**config.mk**
```make
export PLATFORM = sky130hd
export DESIGN_NAME = scr_stack_ctrl_flat
export DESIGN_NICKNAME = d
export VERILOG_FILES = /design/src/rtl/scr_stack_ctrl_if.sv /design/src/rtl/scr_stack_ctrl.sv /design/src/flat_wrapper.sv
export SDC_FILE = /design/constraint.sdc
export NUM_CORES = 1
export LEC_CHECK = 0
export ABC_AREA = 1
export ABC_CLOCK_PERIOD_IN_PS = 1600
export BUFFER_PORTS_ARGS = -buffer_cell sky130_fd_sc_hd__buf_2
export CAP_MARGIN = 10
export CELL_PAD_IN_SITES_DETAIL_PLACEMENT = 1
export CELL_PAD_IN_SITES_GLOBAL_PLACEMENT = 1
export CORE_UTILIZATION = 26
export DETAILED_ROUTE_END_ITERATION = 10
export PLACE_DENSITY_LB_ADDON = 0.08
export SLEW_MARGIN = 20
export SYNTH_ARGS = -nofsm -noshare
export SYNTH_HDL_FRONTEND = slang
export SYNTH_SLANG_ARGS = --single-unit
```
**constraint.sdc**
```tcl
create_clock -name clk -period 1.6 [get_ports clk]
set_clock_uncertainty 0.1 [all_clocks]
set_input_delay 0.24 -clock clk [delete_from_list [all_inputs] [get_ports clk]]
set_output_delay 0.24 -clock clk [all_outputs]
set_load 0.01 [all_outputs]
```
**src/rtl/scr_stack_ctrl_if.sv**
```systemverilog
// Interface bundling the control-unit operation bus and the scratch-RAM outputs
// of scr_stack_ctrl.
//   master : control-unit side (drives op/addresses/data/flag_clr, observes RAM and stack outputs)
//   slave  : scr_stack_ctrl side
// Signals:
//   op_valid, op[3:0], reg_addr, imm_addr, reg_data, pc_data, flag_clr  -> stage
//   scr_addr, scr_we, scr_data_in                                       -> scratch RAM
//   sp_out, stk_ovf, stk_unf                                            -> status
interface scr_stack_ctrl_if #(
    parameter int DATA_W = 10,
    parameter int ADDR_W = 8
);
    logic              op_valid;
    logic [3:0]        op;
    logic [ADDR_W-1:0] reg_addr;
    logic [ADDR_W-1:0] imm_addr;
    logic [DATA_W-1:0] reg_data;
    logic [DATA_W-1:0] pc_data;
    logic              flag_clr;
    logic [ADDR_W-1:0] scr_addr;
    logic              scr_we;
    logic [DATA_W-1:0] scr_data_in;
    logic [ADDR_W-1:0] sp_out;
    logic              stk_ovf;
    logic              stk_unf;

    modport master (
        output op_valid, op, reg_addr, imm_addr, reg_data, pc_data, flag_clr,
        input  scr_addr, scr_we, scr_data_in, sp_out, stk_ovf, stk_unf
    );

    modport slave (
        input  op_valid, op, reg_addr, imm_addr, reg_data, pc_data, flag_clr,
        output scr_addr, scr_we, scr_data_in, sp_out, stk_ovf, stk_unf
    );
endinterface

```
**src/rtl/scr_stack_ctrl.sv**
```systemverilog
// scr_stack_ctrl: scratch-RAM access and stack-pointer stage.
// Decodes one operation per cycle into scratch-RAM address/write-enable/write-data
// (combinational, the RAM samples on the same edge) and owns the stack pointer.
// Ports:
//   clk   : system clock, rising edge
//   rst_n : asynchronous active-low reset
//   bus   : scr_stack_ctrl_if.slave (operation inputs, RAM outputs, SP and sticky flags)
// Configuration:
//   SCR_STACK_GUARD_EN defined   -> depth counter blocks push-on-full / pop-on-empty and
//                                   raises sticky stk_ovf / stk_unf (cleared by flag_clr, set wins).
//   SCR_STACK_GUARD_EN undefined -> SP wraps freely, flags tied low, flag_clr ignored.
module scr_stack_ctrl #(
    parameter int DATA_W   = 10,
    parameter int ADDR_W   = 8,
    parameter int SP_RESET = 0
) (
    input  logic           clk,
    input  logic           rst_n,
    scr_stack_ctrl_if.slave bus
);
    localparam logic [3:0] OP_LD_R = 4'd1;
    localparam logic [3:0] OP_LD_I = 4'd2;
    localparam logic [3:0] OP_ST_R = 4'd3;
    localparam logic [3:0] OP_ST_I = 4'd4;
    localparam logic [3:0] OP_PUSH = 4'd5;
    localparam logic [3:0] OP_POP  = 4'd6;
    localparam logic [3:0] OP_CALL = 4'd7;
    localparam logic [3:0] OP_RET  = 4'd8;
    localparam logic [3:0] OP_WSP  = 4'd9;

    logic [ADDR_W-1:0] sp;
    logic [ADDR_W-1:0] sp_nxt;
    logic [ADDR_W-1:0] addr_c;
    logic [DATA_W-1:0] data_c;
    logic              we_c;
    logic              push_op;
    logic              pop_op;
    logic              wsp_op;
    logic              push_blk;
    logic              pop_blk;

    always_comb begin
        addr_c  = bus.reg_addr;
        data_c  = bus.reg_data;
        we_c    = 1'b0;
        sp_nxt  = sp;
        push_op = 1'b0;
        pop_op  = 1'b0;
        wsp_op  = 1'b0;
        if (bus.op_valid) begin
            case (bus.op)
                OP_LD_R: addr_c = bus.reg_addr;
                OP_LD_I: addr_c = bus.imm_addr;
                OP_ST_R: we_c = 1'b1;
                OP_ST_I: begin
                    addr_c = bus.imm_addr;
                    we_c   = 1'b1;
                end
                OP_PUSH, OP_CALL: begin
                    push_op = 1'b1;
                    addr_c  = sp - ADDR_W'(1);
                    we_c    = ~push_blk;
                    if (bus.op == OP_CALL) data_c = bus.pc_data;
                    if (!push_blk) sp_nxt = sp - ADDR_W'(1);
                end
                OP_POP, OP_RET: begin
                    // RAM is read asynchronously at the current top of stack
                    pop_op = 1'b1;
                    addr_c = sp;
                    if (!pop_blk) sp_nxt = sp + ADDR_W'(1);
                end
                OP_WSP: begin
                    wsp_op = 1'b1;
                    sp_nxt = bus.reg_data[ADDR_W-1:0];
                end
                default: ;
            endcase
        end
    end

    always_ff @(posedge clk or negedge rst_n) begin
        if (!rst_n) sp <= ADDR_W'(SP_RESET);
        else        sp <= sp_nxt;
    end

`ifdef SCR_STACK_GUARD_EN
    localparam logic [ADDR_W:0] FULL = {1'b1, {ADDR_W{1'b0}}};

    logic [ADDR_W:0] count;
    logic            ovf;
    logic            unf;

    assign push_blk = (count == FULL);
    assign pop_blk  = (count == '0);

    always_ff @(posedge clk or negedge rst_n) begin
        if (!rst_n) begin
            count <= '0;
            ovf   <= 1'b0;
            unf   <= 1'b0;
        end else begin
            if (wsp_op)                   count <= '0;
            else if (push_op && !push_blk) count <= count + 1'b1;
            else if (pop_op && !pop_blk)   count <= count - 1'b1;
            // a new error in the same cycle as flag_clr keeps the flag set
            ovf <= (ovf & ~bus.flag_clr) | (push_op & push_blk);
            unf <= (unf & ~bus.flag_clr) | (pop_op & pop_blk);
        end
    end

    assign bus.stk_ovf = ovf;
    assign bus.stk_unf = unf;
`else
    assign push_blk    = 1'b0;
    assign pop_blk     = 1'b0;
    assign bus.stk_ovf = 1'b0;
    assign bus.stk_unf = 1'b0;
    wire   unused_ok   = &{1'b0, bus.flag_clr, push_op, pop_op, wsp_op};
`endif

    // write enable is gated by reset so a write cannot land while reset is asserted
    assign bus.scr_addr    = addr_c;
    assign bus.scr_we      = we_c & rst_n;
    assign bus.scr_data_in = data_c;
    assign bus.sp_out      = sp;
endmodule

```
**src/flat_wrapper.sv**
```systemverilog
// flat-port wrapper written by rule: the top's interface ports become plain ports
module scr_stack_ctrl_flat 
#(
    parameter int DATA_W   = 10,
    parameter int ADDR_W   = 8,
    parameter int SP_RESET = 0
)
  (clk, rst_n, bus_op_valid, bus_op, bus_reg_addr, bus_imm_addr, bus_reg_data, bus_pc_data, bus_flag_clr, bus_scr_addr, bus_scr_we, bus_scr_data_in, bus_sp_out, bus_stk_ovf, bus_stk_unf);
  scr_stack_ctrl_if #(.DATA_W(DATA_W), .ADDR_W(ADDR_W)) bus_i ();
  input  logic clk;
  input  logic rst_n;
  input wire logic [$bits(bus_i.op_valid)-1:0] bus_op_valid;
  input wire logic [$bits(bus_i.op)-1:0] bus_op;
  input wire logic [$bits(bus_i.reg_addr)-1:0] bus_reg_addr;
  input wire logic [$bits(bus_i.imm_addr)-1:0] bus_imm_addr;
  input wire logic [$bits(bus_i.reg_data)-1:0] bus_reg_data;
  input wire logic [$bits(bus_i.pc_data)-1:0] bus_pc_data;
  input wire logic [$bits(bus_i.flag_clr)-1:0] bus_flag_clr;
  output wire logic [$bits(bus_i.scr_addr)-1:0] bus_scr_addr;
  output wire logic [$bits(bus_i.scr_we)-1:0] bus_scr_we;
  output wire logic [$bits(bus_i.scr_data_in)-1:0] bus_scr_data_in;
  output wire logic [$bits(bus_i.sp_out)-1:0] bus_sp_out;
  output wire logic [$bits(bus_i.stk_ovf)-1:0] bus_stk_ovf;
  output wire logic [$bits(bus_i.stk_unf)-1:0] bus_stk_unf;
  assign bus_i.op_valid = bus_op_valid;
  assign bus_i.op = bus_op;
  assign bus_i.reg_addr = bus_reg_addr;
  assign bus_i.imm_addr = bus_imm_addr;
  assign bus_i.reg_data = bus_reg_data;
  assign bus_i.pc_data = bus_pc_data;
  assign bus_i.flag_clr = bus_flag_clr;
  assign bus_scr_addr = bus_i.scr_addr;
  assign bus_scr_we = bus_i.scr_we;
  assign bus_scr_data_in = bus_i.scr_data_in;
  assign bus_sp_out = bus_i.sp_out;
  assign bus_stk_ovf = bus_i.stk_ovf;
  assign bus_stk_unf = bus_i.stk_unf;
  scr_stack_ctrl #(.DATA_W(DATA_W), .ADDR_W(ADDR_W), .SP_RESET(SP_RESET)) u_core (.clk(clk), .rst_n(rst_n), .bus(bus_i));
endmodule
```
### Word level (Yosys, flattened, before mapping)

Index checks and enable logic that the tools add are counted.

| word-level totals | value |
|---|---|
| bits in registers | 8 |
| input bits | 44 |
| output and inout bits | 29 |
| word-level logic and storage cells | 26 |

| operators by class | value |
|---|---|
| add/subtract/negate cells | 2 |
| equal/unequal tests | 8 |
| muxes and demuxes | 8 |
| bitwise logic cells | 1 |
| reductions and logical operators | 6 |

Operators with widths:

| operator | number |
|---|---|
| $pmux 8 s3 | 2 |
| $mux 10 | 3 |
| $eq 4x3->1 const B | 4 |
| $add 8x1->8 const B | 1 |
| $eq 4x2->1 const B | 2 |
| $eq 4x4->1 const B | 2 |
| $mux 8 | 1 |
| $sub 8x1->8 const B | 1 |
| $reduce_or 2->1 | 3 |
| $reduce_or 4->1 | 1 |
| $reduce_bool 3->1 | 1 |
| $mux 1 | 2 |
| $reduce_and 2->1 | 1 |
| $and 1x1->1 | 1 |

### Longest topological paths before layout

Gate-level depths: netlist of run 1.

| depth | value |
|---|---|
| depth in word-level cells | 5 |
| mapped depth | 10 |
| depth with buffers taken out | 10 |

### Worst setup path after synthesis of run 1

Ideal clock, no wire load.

| timing | value |
|---|---|
| path kind | flip-flop to output port |
| start | reg u_core.sp[0], in the netlist u_core.bus.sp_out[0] |
| end | out bus_scr_addr[6] |
| arrival time | 1.374 ns |
| required time | 1.260 ns |
| slack | -0.114 ns |
| cell stages (with the launch flop) | 9 |
| buffers on the path | 0 |
| cell sequence | dfrtp_1 > inv_1 > ha_1 > nand3b_1 > o21ai_0 > nand2_1 > nand3_1 > nand2_1 > inv_1 |

| on the way | value |
|---|---|
| word-level cells in the longest chain between the ends | 3 |

Ends and longest elaborated chain:

| item | line | source |
|---|---|---|
| start: declaration | scr_stack_ctrl.sv:31 | `logic [ADDR_W-1:0] sp;` |
| start signal: assignment | scr_stack_ctrl.sv:82 | `if (!rst_n) sp <= ADDR_W'(SP_RESET);` |
| start signal: assignment | scr_stack_ctrl.sv:83 | `else sp <= sp_nxt;` |
| $sub 8x1->8 | scr_stack_ctrl.sv:61 | `addr_c = sp - ADDR_W'(1);` |
| $pmux 8 s3 | scr_stack_ctrl.sv:51 | `case (bus.op)` |
| $mux 8 | scr_stack_ctrl.sv:50 | `if (bus.op_valid) begin` |
| end: declaration | flat_wrapper.sv:19 | `output wire logic [$bits(bus_i.scr_addr)-1:0] bus_scr_addr;` |

No other way between the ends.

### Final worst setup path of run 1

| timing | value |
|---|---|
| start | reg u_core.sp[1], in the netlist u_core.bus.sp_out[1] |
| end | out bus_scr_addr[6] |

Same word-level chain as after synthesis.

==> results by group, run 1 <==
Run status
  • Status: finished, violations left
  • Violated checks: setup timing

Logic synthesis
  • Post-Synth Adder-Cell Area: 1.93%
  • Post-Synth XOR/XNOR Area: 2.02%
  • Mux cell area share after synthesis: 8.67%
  • Yosys warns: 0
  • Synthesized cell area: 1300 um^2
  • Avg Cell Area, Syn: 5.85 um^2
  • Main combinational cell family by area after synthesis: simple AND/OR/NAND/NOR gates
  • Compound-Gate Fraction of Synth Area: 2.70%
  • Netlist cell types: 26
  • Register area share after synthesis: 15.4%
  • Simple-Gate Fraction of Synth Area: 58.7%
  • Post-Syn Instances: 222
  • Flop and latch count out of synthesis: 8

Global routing
  • First-pass GRT wire length: 8550 um
  • GR met2 Demand/Resource: 38.1%
  • Most used routing layer: met2
  • GRT met3 Usage: 1.52%
  • Pin count of the biggest net entering global routing: 12
  • Grt ovf: 0
  • Initial antenna violation count: 0
  • Vias in the first global route: 1807
  • GR Util met1: 26.3%
  • GR Util All Layers: 20.5%

STA
  • Setup ws final: -0.265 ns
  • # setup viols final: 21
  • Tmin final: 1.87 ns
  • Final hold viol count: 0
  • Final Cycle Share: 117%
  • Slew Limit Fails: 0
  • Max Clk Rate: 536 MHz
  • Unrepaired setup endpoints after global routing: yes

Detailed routing
  • Drt first pass iters: 4
  • Post-DR wirelength/cell: 13.1 um
  • Drt via density: 4.49
  • Drt drc: 0
  • Routed WL: 5300 um
  • 1st-iter DRT viols: 34
  • Detailed-route via count: 1819
  • Routed Antenna Nets: 0

Worst setup path
  • Critical-path top delay cell: dfrtp_2
  • Reg-to-Reg Start: u_core.bus.sp_out[1]$_DFFE_PN0P_
  • Reg-to-reg setup timing slack: -0.06 ns
  • Critical path's most frequent cell: nand2_1
  • Max FO, Critical Path: 3
  • Endpoint class of the critical path: primary output
  • Startpoint types: register
  • Critical Path RT: 1.26 ns
  • CP delay by family, top: flip-flops
  • R2R depth: 8
  • Slowest cell delay on critical path: 0.44 ns
  • Buf+Inv Stages, Crit Path: 3
  • Crit path cell chain: inv_2, ha_4, nand3b_1, nand2_1, o21ai_2, nand2_1, nand3_1, nand2_1, inv_1, buf_2
  • Critical Path AT: 1.53 ns
  • Instance count on the critical path: 10
  • Setup crit end: bus_scr_addr[6]
  • FF-to-FF End: u_core.bus.sp_out[2]$_DFFE_PN0P_
  • Critical path type: reg2out
  • Worst Setup SP: u_core.bus.sp_out[1]$_DFFE_PN0P_

Floorplanning
  • Core Rows: 25
  • Core Area: 4750 um^2
  • Chip Width: 72.7 um
  • Die height: 72.7 um
  • Initial core utilization: 27.3%
  • Die footprint: 5280 um^2
  • I/O Pins: 73

Hold path
  • Hold Path Class: in2reg
  • Hold Path Depth: 5

Placement
  • IO buf count: 69
  • Hpwl dp: 3860 um
  • Placer congestion estimate: 0.819
  • Dpl ws: -0.110 ns
  • Cells after DPL: 382

Cells and area
  • Layout filler cell count: 671
  • Most frequent cells in the layout: nand2_1, buf_2, buf_4, nor2_1, buf_6
  • Multi-input gate area: 1150 um^2
  • Area Overhead vs Synth: 87.8%
  • NumNets Final: 385
  • Post-Layout Cell Count: 405
  • Commonest non-fill, non-tap cell in the layout: nand2_1
  • Antenna diodes: 0
  • Seq. cell area: 208 um^2
  • Fraction of final layout cells with drive strength greater than 1: 58.0%
  • Finished Core Util: 51.3%
  • Max FFs per register: 8

Clocking
  • TritonCTS clock tree: done
  • Clock sinks: 8
  • H-tree Lvls: 1
  • CTS Buf Count: 3
  • Clock root buffer: clkbuf_8
  • Clk buf depth: 2
  • Clock transition at the registers of the reported paths: 0.05 ns
  • Skew-Pair Late Insertion Delay: 0.23 ns

Power and ir drop
  • Lkg Pwr: 0.00132 uW
  • Peak supply drop: 0.657 mV
  • Power per cell area: 1200 nW/um^2

Flow run
  • Max-Cap Viols: 0
## worst min path at each step
stage | from | endpoint | slack [ns]
floorplan | rst_n | u_core.bus.sp_out[0]$_DFFE_PN0P_ | -0.16
global placement | rst_n | u_core.bus.sp_out[5]$_DFFE_PN0P_ | 0.15
detailed placement | rst_n | u_core.bus.sp_out[5]$_DFFE_PN0P_ | 0.15
CTS | bus_reg_data[0] | u_core.bus.sp_out[0]$_DFFE_PN0P_ | 0.24
global route | bus_reg_data[1] | u_core.bus.sp_out[1]$_DFFE_PN0P_ | 0.27
finish | bus_reg_data[3] | u_core.bus.sp_out[3]$_DFFE_PN0P_ | 0.24
## report_power, final
group	switching [uW]	internal [uW]	leakage [uW]	total, uW
Clock	91.2	174	0.0000228	265
Combinational	1090	1090	0.00120	2180
Sequential	183	306	0.0000944	488
## layer usage
| layer | part of all wire [%] | vias to the layer above | wire length, um |
|---|---|---|---|
| met5 | 0 | - | 0 |
| met4 | 0.57 | 0 | 30 |
| met3 | 2.8 | 4 | 148 |
| met2 | 52 | 36 | 2780 |
| met1 | 44 | 849 | 2340 |
| li1 | - | 930 | - |
## area by class of cell
cell class,count,area share (%)
Sequential cell,8,8.52
Timing Repair Buffer,119,35.4
Tap cell,67,3.44
Multi-Input combinational cell,188,47.3
Clock buffer,4,1.85
Inverter,19,3.54
## per-stage QoR
step,hold WS [ns],cell area [um^2],TNS [ns],total power (uW)
finish,0.236,2440,-1.85,2930
global route,0.272,2440,-3.37,3200
CTS,0.239,2280,-2.39,2630
detailed placement,0.151,1940,-0.854,1980
global placement,0.149,1940,-0.426,1950
floorplan,-0.156,1320,-0.0131,1290
## repair_timing
item                                    in CTS  in global routing
gates resized for setup                     37                 41
gates cloned                                 1                  0
hold buffers                                 1                  0
hold endpoints to repair                     8                  0
setup buffers                               14                  8
endpoints found under the setup margin      20                 24
pin swaps                                   15                 28
## worst register-to-register path: stages (launching register included)
cell and delay, ns:
dfrtp_2 0.44, buf_4 0.15, buf_4 0.14, ha_2 0.17, or2_2 0.28, nand3_2 0.07
nand3_1 0.08, nand2_1 0.07, nand2_1 0.05
## Yosys cell counts
cell | count | area [um^2]
or2_2 | 1 | 6.26
ha_1 | 2 | 25.0
nand4_1 | 4 | 25.0
nand2_2 | 2 | 12.5
conb_1 | 1 | 3.75
inv_1 | 13 | 48.8
a21oi_1 | 3 | 15.0
inv_2 | 5 | 18.8
xnor2_1 | 1 | 8.76
nand3_1 | 24 | 120
mux2_2 | 10 | 113
nand2_1 | 93 | 349
nor2_4 | 2 | 22.5
nor2_8 | 2 | 40.0
buf_8 | 1 | 15.0
nand3_2 | 2 | 20.0
buf_2 | 4 | 20.0
nand2_4 | 3 | 33.8
buf_4 | 3 | 22.5
nor2_1 | 28 | 105
xor2_1 | 2 | 17.5
o21ai_0 | 4 | 20.0
nand3b_1 | 2 | 15.0
dfrtp_1 | 8 | 200
nand4_2 | 1 | 12.5
inv_6 | 1 | 8.76
## cells by family after synthesis
| kind of cell | count (synthesis) |
|---|---|
| simple gates | 164 |
| buf+inv | 27 |
| mux | 10 |
| flops | 8 |
| compound gates | 7 |
| xor+xnor | 3 |
| fa+ha+maj | 2 |
| other cells | 1 |
Power figures use the tool's default switching activity.
==> inputs of run 2 (changes only) <==
--- a/config.mk
+++ b/config.mk
@@ -14,2 +14,3 @@
 export CORE_UTILIZATION = 26
+export CTS_CLUSTER_SIZE = 16
 export DETAILED_ROUTE_END_ITERATION = 10
--- a/constraint.sdc
+++ b/constraint.sdc
@@ -4,2 +4,2 @@
 set_output_delay 0.24 -clock clk [all_outputs]
-set_load 0.01 [all_outputs]
+set_load 0.02 [all_outputs]
==> results by group, run 2 (synthesis results as in run 1) <==
Floorplanning
  • Initial core utilization: 27.3% (unchanged)
  • Chip Width: 72.7 um (unchanged)
  • Die footprint: 5280 um^2 (unchanged)
  • Core Area: 4750 um^2 (unchanged)
  • I/O Pins: 73 (unchanged)
  • Core Rows: 25 (unchanged)
  • Die height: 72.7 um (unchanged)

Worst setup path
  • Critical Path AT: 1.55 ns (was 1.53 ns)
  • Critical path's most frequent cell: nand2_1 (unchanged)
  • Critical path type: reg2out (unchanged)
  • Max FO, Critical Path: 3 (unchanged)
  • Endpoint class of the critical path: primary output (unchanged)
  • Slowest cell delay on critical path: 0.43 ns (was 0.44 ns)
  • Crit path cell chain: inv_2, ha_4, nand3b_1, nand2_1, o21ai_2, nand2_1, nand3_1, nand2_1, inv_2, buf_6 (was inv_2, ha_4, nand3b_1, nand2_1, o21ai_2, nand2_1, nand3_1, nand2_1, inv_1, buf_2)
  • Critical Path RT: 1.26 ns (about the same)
  • Startpoint types: register (unchanged)
  • Critical-path top delay cell: dfrtp_2 (unchanged)

Detailed routing
  • Post-DR wirelength/cell: 12.0 um (was 13.1 um)
  • Routed WL: 4740 um (was 5300 um)
  • Drt drc: 0 (unchanged)
  • Drt first pass iters: 4 (unchanged)
  • Detailed-route via count: 1708 (was 1819)
  • Drt via density: 4.34 (was 4.49)
  • 1st-iter DRT viols: 23 (was 34)
  • Routed Antenna Nets: 0 (unchanged)

STA
  • Setup TNS: -2.65 ns (was -1.85 ns)
  • Final Cycle Share: 118% (was 117%)
  • Setup ws final: -0.288 ns (was -0.265 ns)
  • Max Clk Rate: 530 MHz (was 536 MHz)
  • Tmin final: 1.89 ns (was 1.87 ns)
  • # setup viols final: 21 (unchanged)
  • Unrepaired setup endpoints after global routing: yes (unchanged)
  • Hold WS: 0.227 ns (was 0.236 ns)
  • Slew Limit Fails: 0 (unchanged)
  • Final hold viol count: 0 (unchanged)

Placement
  • Placer congestion estimate: 0.814 (was 0.819)
  • Hpwl dp: 3860 um (about the same)
  • IO buf count: 69 (unchanged)
  • Cell area after placement: 1990 um^2 (was 1940 um^2)

Global routing
  • Grt ovf: 0 (unchanged)
  • Pin count of the biggest net entering global routing: 11 (was 12)
  • Vias in the first global route: 1704 (was 1807)
  • GR Util All Layers: 18.7% (was 20.5%)
  • Initial antenna violation count: 0 (unchanged)
  • First-pass GRT wire length: 7780 um (was 8550 um)

Cells and area
  • Area Overhead vs Synth: 69.4% (was 87.8%)
  • Antenna diodes: 0 (unchanged)
  • Max FFs per register: 8 (unchanged)
  • NumNets Final: 374 (was 385)
  • Fraction of final layout cells with drive strength greater than 1: 52.3% (was 58.0%)
  • Commonest non-fill, non-tap cell in the layout: nand2_1 (unchanged)
  • Finished Core Util: 46.3% (was 51.3%)
  • Most frequent cells in the layout: nand2_1, buf_2, buf_4, nand3_1, nor2_1 (was nand2_1, buf_2, buf_4, nor2_1, buf_6)
  • Post-route cell area: 2200 um^2 (was 2440 um^2)

Run status
  • Status: finished, violations left (unchanged)
  • Violated checks: setup timing (unchanged)

Power and ir drop
  • Lkg Pwr: 0.00119 uW (was 0.00132 uW)
  • Internal power: 1400 uW (was 1570 uW)
  • Power per cell area: 1230 nW/um^2 (was 1200 nW/um^2)
  • Peak supply drop: 0.820 mV (was 0.657 mV)
  • Clock power share: 9.5% (was 9.0%)
  • Seq pwr share: 16.7% (about the same)
  • Tot Pwr: 2710 uW (was 2930 uW)
  • Comb pwr share: 73.8% (was 74.3%)
  • Sw Share: 48.3% (was 46.5%)
  • Psw: 1310 uW (was 1360 uW)

Clocking
  • CTS Buf Count: 3 (unchanged)
  • Clock sinks: 8 (unchanged)
  • Skew-Pair Late Insertion Delay: 0.23 ns (about the same)
  • Clk buf depth: 2 (unchanged)
  • TritonCTS clock tree: done (unchanged)
  • H-tree Lvls: 1 (unchanged)
  • Clock transition at the registers of the reported paths: 0.04 ns (was 0.05 ns)
  • Clock root buffer: clkbuf_8 (unchanged)

Flow run
  • Max-Cap Viols: 0 (unchanged)

Hold path
  • Hold Path Class: in2reg (unchanged)
## run 2: cell types whose count changed in the layout (fill, tap and decap cells not counted), sizes merged
cell    delta
buf       -10
clkbuf     -1
## run 2: area by class of cell
class                      count  area, um^2
clock buffer                   4        45.0
timing repair buffer         108         692
multi-input combinational    188        1090
fill                         652        2550
sequential                     8         208
inverter                      19        81.3
tap                           67        83.8
## run 2: per-stage QoR
stage | setup slack (ns) | cells
after detailed placement | -0.143 | 383
after CTS | -0.306 | 392
after floorplan | -0.0449 | 223
after global routing | -0.412 | 394
after global placement | -0.107 | 383
final | -0.288 | 394
## run 2: worst paths after layout
path,startpoint,end,slack [ns],depth (start not counted)
worst max-delay path,u_core.bus.sp_out[1]$_DFFE_PN0P_,bus_scr_addr[6],-0.29,10
worst min-delay path,bus_reg_data[0],u_core.bus.sp_out[0]$_DFFE_PN0P_,0.23,5
worst max register to register,u_core.bus.sp_out[1]$_DFFE_PN0P_,u_core.bus.sp_out[2]$_DFFE_PN0P_,-0.11,9
worst min register to register,u_core.bus.sp_out[7]$_DFFE_PN0P_,u_core.bus.sp_out[7]$_DFFE_PN0P_,0.52,2
max in group asynchronous,rst_n,u_core.bus.sp_out[3]$_DFFE_PN0P_,0.80,3
min in group asynchronous,rst_n,u_core.bus.sp_out[4]$_DFFE_PN0P_,0.45,3
## run 2: per-layer routing
| layer | share of wire [%] | track usage (%) |
|---|---|---|
| met1 | 48 | 24.9 |
| met5 | 0 | 0 |
| met4 | 0.30 | 3.92 |
| met3 | 2.7 | 1.10 |
| met2 | 49 | 33.4 |
## run 2: worst max-delay path, delay by kind of cell (launching register included)
kind            cells  cell delay, ns
flops               1            0.43
simple gates        5            0.46
compound gates      1            0.06
fa+ha+maj           1            0.14
buf+inv             3            0.24
## run 2: power by group through the flow
stage	Combinational [uW]	Sequential [uW]	Clock, uW
finish	2000	452	257
global route	2220	474	281
CTS	1890	447	268
detailed placement	1750	453	0
global placement	1730	451	0
floorplan	988	521	0
## run 2: timing repair
action                                 in CTS  in global routing
pin swaps                                  11                 10
setup endpoints to repair                  19                 24
endpoints found under the hold margin       8                  0
setup buffers                               4                  2
resized for setup                          14                 17
cloned                                      0                  0
hold buffers                                1                  0
==> inputs of run 3 (changes only) <==
Settings changed: ABC_AREA 1 to 0, CORE_UTILIZATION 26 to 29.
==> results by group, run 3 <==
Run status
  • Status: finished, violations left (unchanged)
  • Violated checks: DRC, setup timing (was setup timing)

Worst setup path
  • Critical-path top delay cell: or4_4 (was dfrtp_2)
  • Endpoint class of the critical path: primary output (unchanged)
  • Startpoint types: register (unchanged)
  • Critical path type: reg2out (unchanged)
  • Max FO, Critical Path: 5 (was 3)
  • Reg-to-reg setup timing slack: -0.46 ns (was -0.11 ns)
  • Crit path cell chain: or4_4, o31a_1, o21ai_2, a31oi_2, buf_4 (was inv_2, ha_4, nand3b_1, nand2_1, o21ai_2, nand2_1, nand3_1, nand2_1, inv_2, buf_6)
  • CP delay by family, top: simple AND/OR/NAND/NOR gates (unchanged)
  • Critical Path AT: 1.97 ns (was 1.55 ns)
  • Slowest cell delay on critical path: 0.60 ns (was 0.43 ns)
  • Buf+Inv Stages, Crit Path: 1 (was 3)
  • Critical Path RT: 1.26 ns (about the same)

Clocking
  • H-tree Lvls: 1 (unchanged)
  • CTS Buf Count: 3 (unchanged)
  • TritonCTS clock tree: done (unchanged)
  • Clock transition at the registers of the reported paths: 0.06 ns (was 0.04 ns)
  • Clk buf depth: 2 (unchanged)
  • Clock sinks: 8 (unchanged)
  • Skew-Pair Late Insertion Delay: 0.25 ns (was 0.23 ns)
  • Clock root buffer: clkbuf_8 (unchanged)

Detailed routing
  • Drt drc: 3 (was 0)
  • Routed WL: 9000 um (was 4740 um)
  • Drt first pass iters: 9 (was 4)
  • Post-DR wirelength/cell: 24.3 um (was 12.0 um)
  • 1st-iter DRT viols: 111 (was 23)
  • Routed Antenna Nets: 0 (unchanged)
  • Detailed-route via count: 2213 (was 1708)
  • Drt via density: 5.98 (was 4.34)

Cells and area
  • Layout filler cell count: 527 (was 652)
  • NumNets Final: 365 (was 374)
  • Multi-input gate area: 1420 um^2 (was 1090 um^2)
  • Fraction of final layout cells with drive strength greater than 1: 73.9% (was 52.3%)
  • Post-route cell area: 2990 um^2 (was 2200 um^2)
  • Commonest non-fill, non-tap cell in the layout: buf_4 (was nand2_1)
  • Area Overhead vs Synth: 114% (was 69.4%)
  • Seq. cell area: 205 um^2 (was 208 um^2)
  • Antenna diodes: 0 (unchanged)
  • Most frequent cells in the layout: buf_4, buf_2, buf_6, nor2_1, mux2_4 (was nand2_1, buf_2, buf_4, nand3_1, nor2_1)
  • Max FFs per register: 8 (unchanged)

Floorplanning
  • Core Area: 4500 um^2 (was 4750 um^2)
  • Die height: 71.4 um (was 72.7 um)
  • Chip Width: 71.4 um (was 72.7 um)
  • Core Rows: 24 (was 25)
  • I/O Pins: 73 (unchanged)
  • Initial core utilization: 31.0% (was 27.3%)
  • Die footprint: 5100 um^2 (was 5280 um^2)

Logic synthesis
  • Post-Syn Instances: 171 (was 222)
  • Cell taking the most area after synthesis: dfrtp_1 (was nand2_1)
  • Flop and latch count out of synthesis: 8 (unchanged)
  • Top_reg_cell synth: dfrtp_1 (unchanged)
  • Register area share after synthesis: 14.3% (was 15.4%)
  • Avg Cell Area, Syn: 8.17 um^2 (was 5.85 um^2)
  • Top-area cell type share of the netlist area: 14.3% (was 26.9%)
  • Synth area leaders: dfrtp_1, mux2_2, nor2_1 (was nand2_1, dfrtp_1, nand3_1)
  • Post-synth EDFFs: 0 (unchanged)
  • Most common cell in the synthesized netlist: nor2_1 (was nand2_1)
  • Netlist cell types: 61 (was 26)
  • Synthesized cell area: 1400 um^2 (was 1300 um^2)
  • Ys async rst share: 100% (unchanged)
  • Yosys warns: 0 (unchanged)
  • Commonest cells post-synth: nor2_1, mux2_2, o21ai_0 (was nand2_1, nor2_1, nand3_1)

Global routing
  • Pin count of the biggest net entering global routing: 13 (was 11)
  • First-pass GRT wire length: 12000 um (was 7780 um)
  • Vias in the first global route: 2300 (was 1704)
  • Grt ovf: 0 (unchanged)
  • GR Util All Layers: 31.3% (was 18.7%)
  • Initial antenna violation count: 0 (unchanged)

Placement
  • Cell area after placement: 2270 um^2 (was 1990 um^2)
  • Dpl ws: -0.446 ns (was -0.143 ns)
  • Placer congestion estimate: 0.865 (was 0.814)
  • IO buf count: 69 (unchanged)
  • Hpwl dp: 5190 um (was 3860 um)

STA
  • Slew Limit Fails: 0 (unchanged)
  • Final Cycle Share: 144% (was 118%)
  • Max Clk Rate: 433 MHz (was 530 MHz)
  • Tmin final: 2.31 ns (was 1.89 ns)
  • Setup TNS: -8.71 ns (was -2.65 ns)
  • Rel. slew slack: 64.0%
  • Final hold viol count: 0 (unchanged)
  • # setup viols final: 24 (was 21)
  • Measured slew at the worst slew-check pin: 0.537 ns
  • Unrepaired setup endpoints after global routing: yes (unchanged)
  • Setup ws final: -0.709 ns (was -0.288 ns)

Power and ir drop
  • Peak supply drop: 0.434 mV (was 0.820 mV)
  • Lkg Pwr: 0.00137 uW (was 0.00119 uW)
  • Power per cell area: 946 nW/um^2 (was 1230 nW/um^2)

Hold path
  • Hold Path Class: in2reg (unchanged)

Flow run
  • Max-Cap Viols: 0 (unchanged)
[run 3: final cells by class]
cell class,instances,share of cell area [%]
multi-input cells,140,47.5
repair buffers,158,40.8
flip-flops and latches,8,6.86
well taps,52,2.18
clock buffers,4,1.51
inverters,8,1.09
[run 3: logic make-up after synthesis]
kind of cell / after synthesis / synth area share [%]
AO/OA/AOI/OAI: 62 / 32.6
buffers and inverters: 25 / 12.5
adder cells (fa/ha/maj): 2 / 1.79
multiplexers: 12 / 9.50
AND/OR/NAND/NOR: 59 / 27.7
XOR/XNOR: 2 / 1.25
other: 1 / 0.269
flip-flops: 8 / 14.3
[run 3: through the flow]
step / std cells / util [%] / power [uW] / hold slack [ns]
after floorplan: 172 / - / 1220 / -0.156
after global placement: 330 / 50.3 / 1750 / 0.117
after detailed placement: 330 / 50.3 / 1790 / 0.104
after CTS: 352 / 60.8 / 2330 / 0.230
after global routing: 370 / 66.4 / 2930 / 0.259
final: 370 / 66.4 / 2830 / 0.237
[run 3: timing repair]
action / 4_1_cts / 5_1_grt
cloned: 2 / 0
hold buffers: 1 / 0
resized for setup: 69 / 37
buffers inserted: 19 / 24
setup endpoints to repair: 24 / 26
pin swaps: 27 / 25
endpoints found under the hold margin: 8 / 0
[run 3: final timing paths]
check / cells after the start / end / startpoint
worst max-delay path: 5 / bus_scr_addr[7] / u_core.bus.sp_out[2]$_DFFE_PN0P_
worst min-delay path: 3 / u_core.bus.sp_out[5]$_DFFE_PN0P_ / bus_reg_data[5]
worst max register to register: 5 / u_core.bus.sp_out[7]$_DFFE_PN0P_ / u_core.bus.sp_out[2]$_DFFE_PN0P_
worst min register to register: 3 / u_core.bus.sp_out[5]$_DFFE_PN0P_ / u_core.bus.sp_out[5]$_DFFE_PN0P_
max in group asynchronous: 3 / u_core.bus.sp_out[0]$_DFFE_PN0P_ / rst_n
min in group asynchronous: 3 / u_core.bus.sp_out[1]$_DFFE_PN0P_ / rst_n
[run 3: worst min-delay path: cells and delay by family]
| kind | cells | cell delay, ns |
|---|---|---|
| compound gates | 2 | 0.21 |
| buf+inv | 1 | 0.09 |
[run 3: routing by layer]
| metal | vias to the layer above | wire length (um) | GRT usage [%] | part of all wire, % |
|---|---|---|---|---|
| li1 | 960 | - | - | - |
| met1 | 1099 | 3310 | 35.1 | 37 |
| met2 | 116 | 4840 | 61.2 | 54 |
| met3 | 38 | 366 | 2.25 | 4.1 |
| met4 | 0 | 489 | 11.6 | 5.4 |
| met5 | - | 0 | 0 | 0 |
[run 3: power by group]
group | internal, uW | switching (uW) | total (uW)
registers | 276 | 71.5 | 347
clock network | 175 | 112 | 287
logic | 1090 | 1110 | 2190
total | 1540 | 1290 | 2830
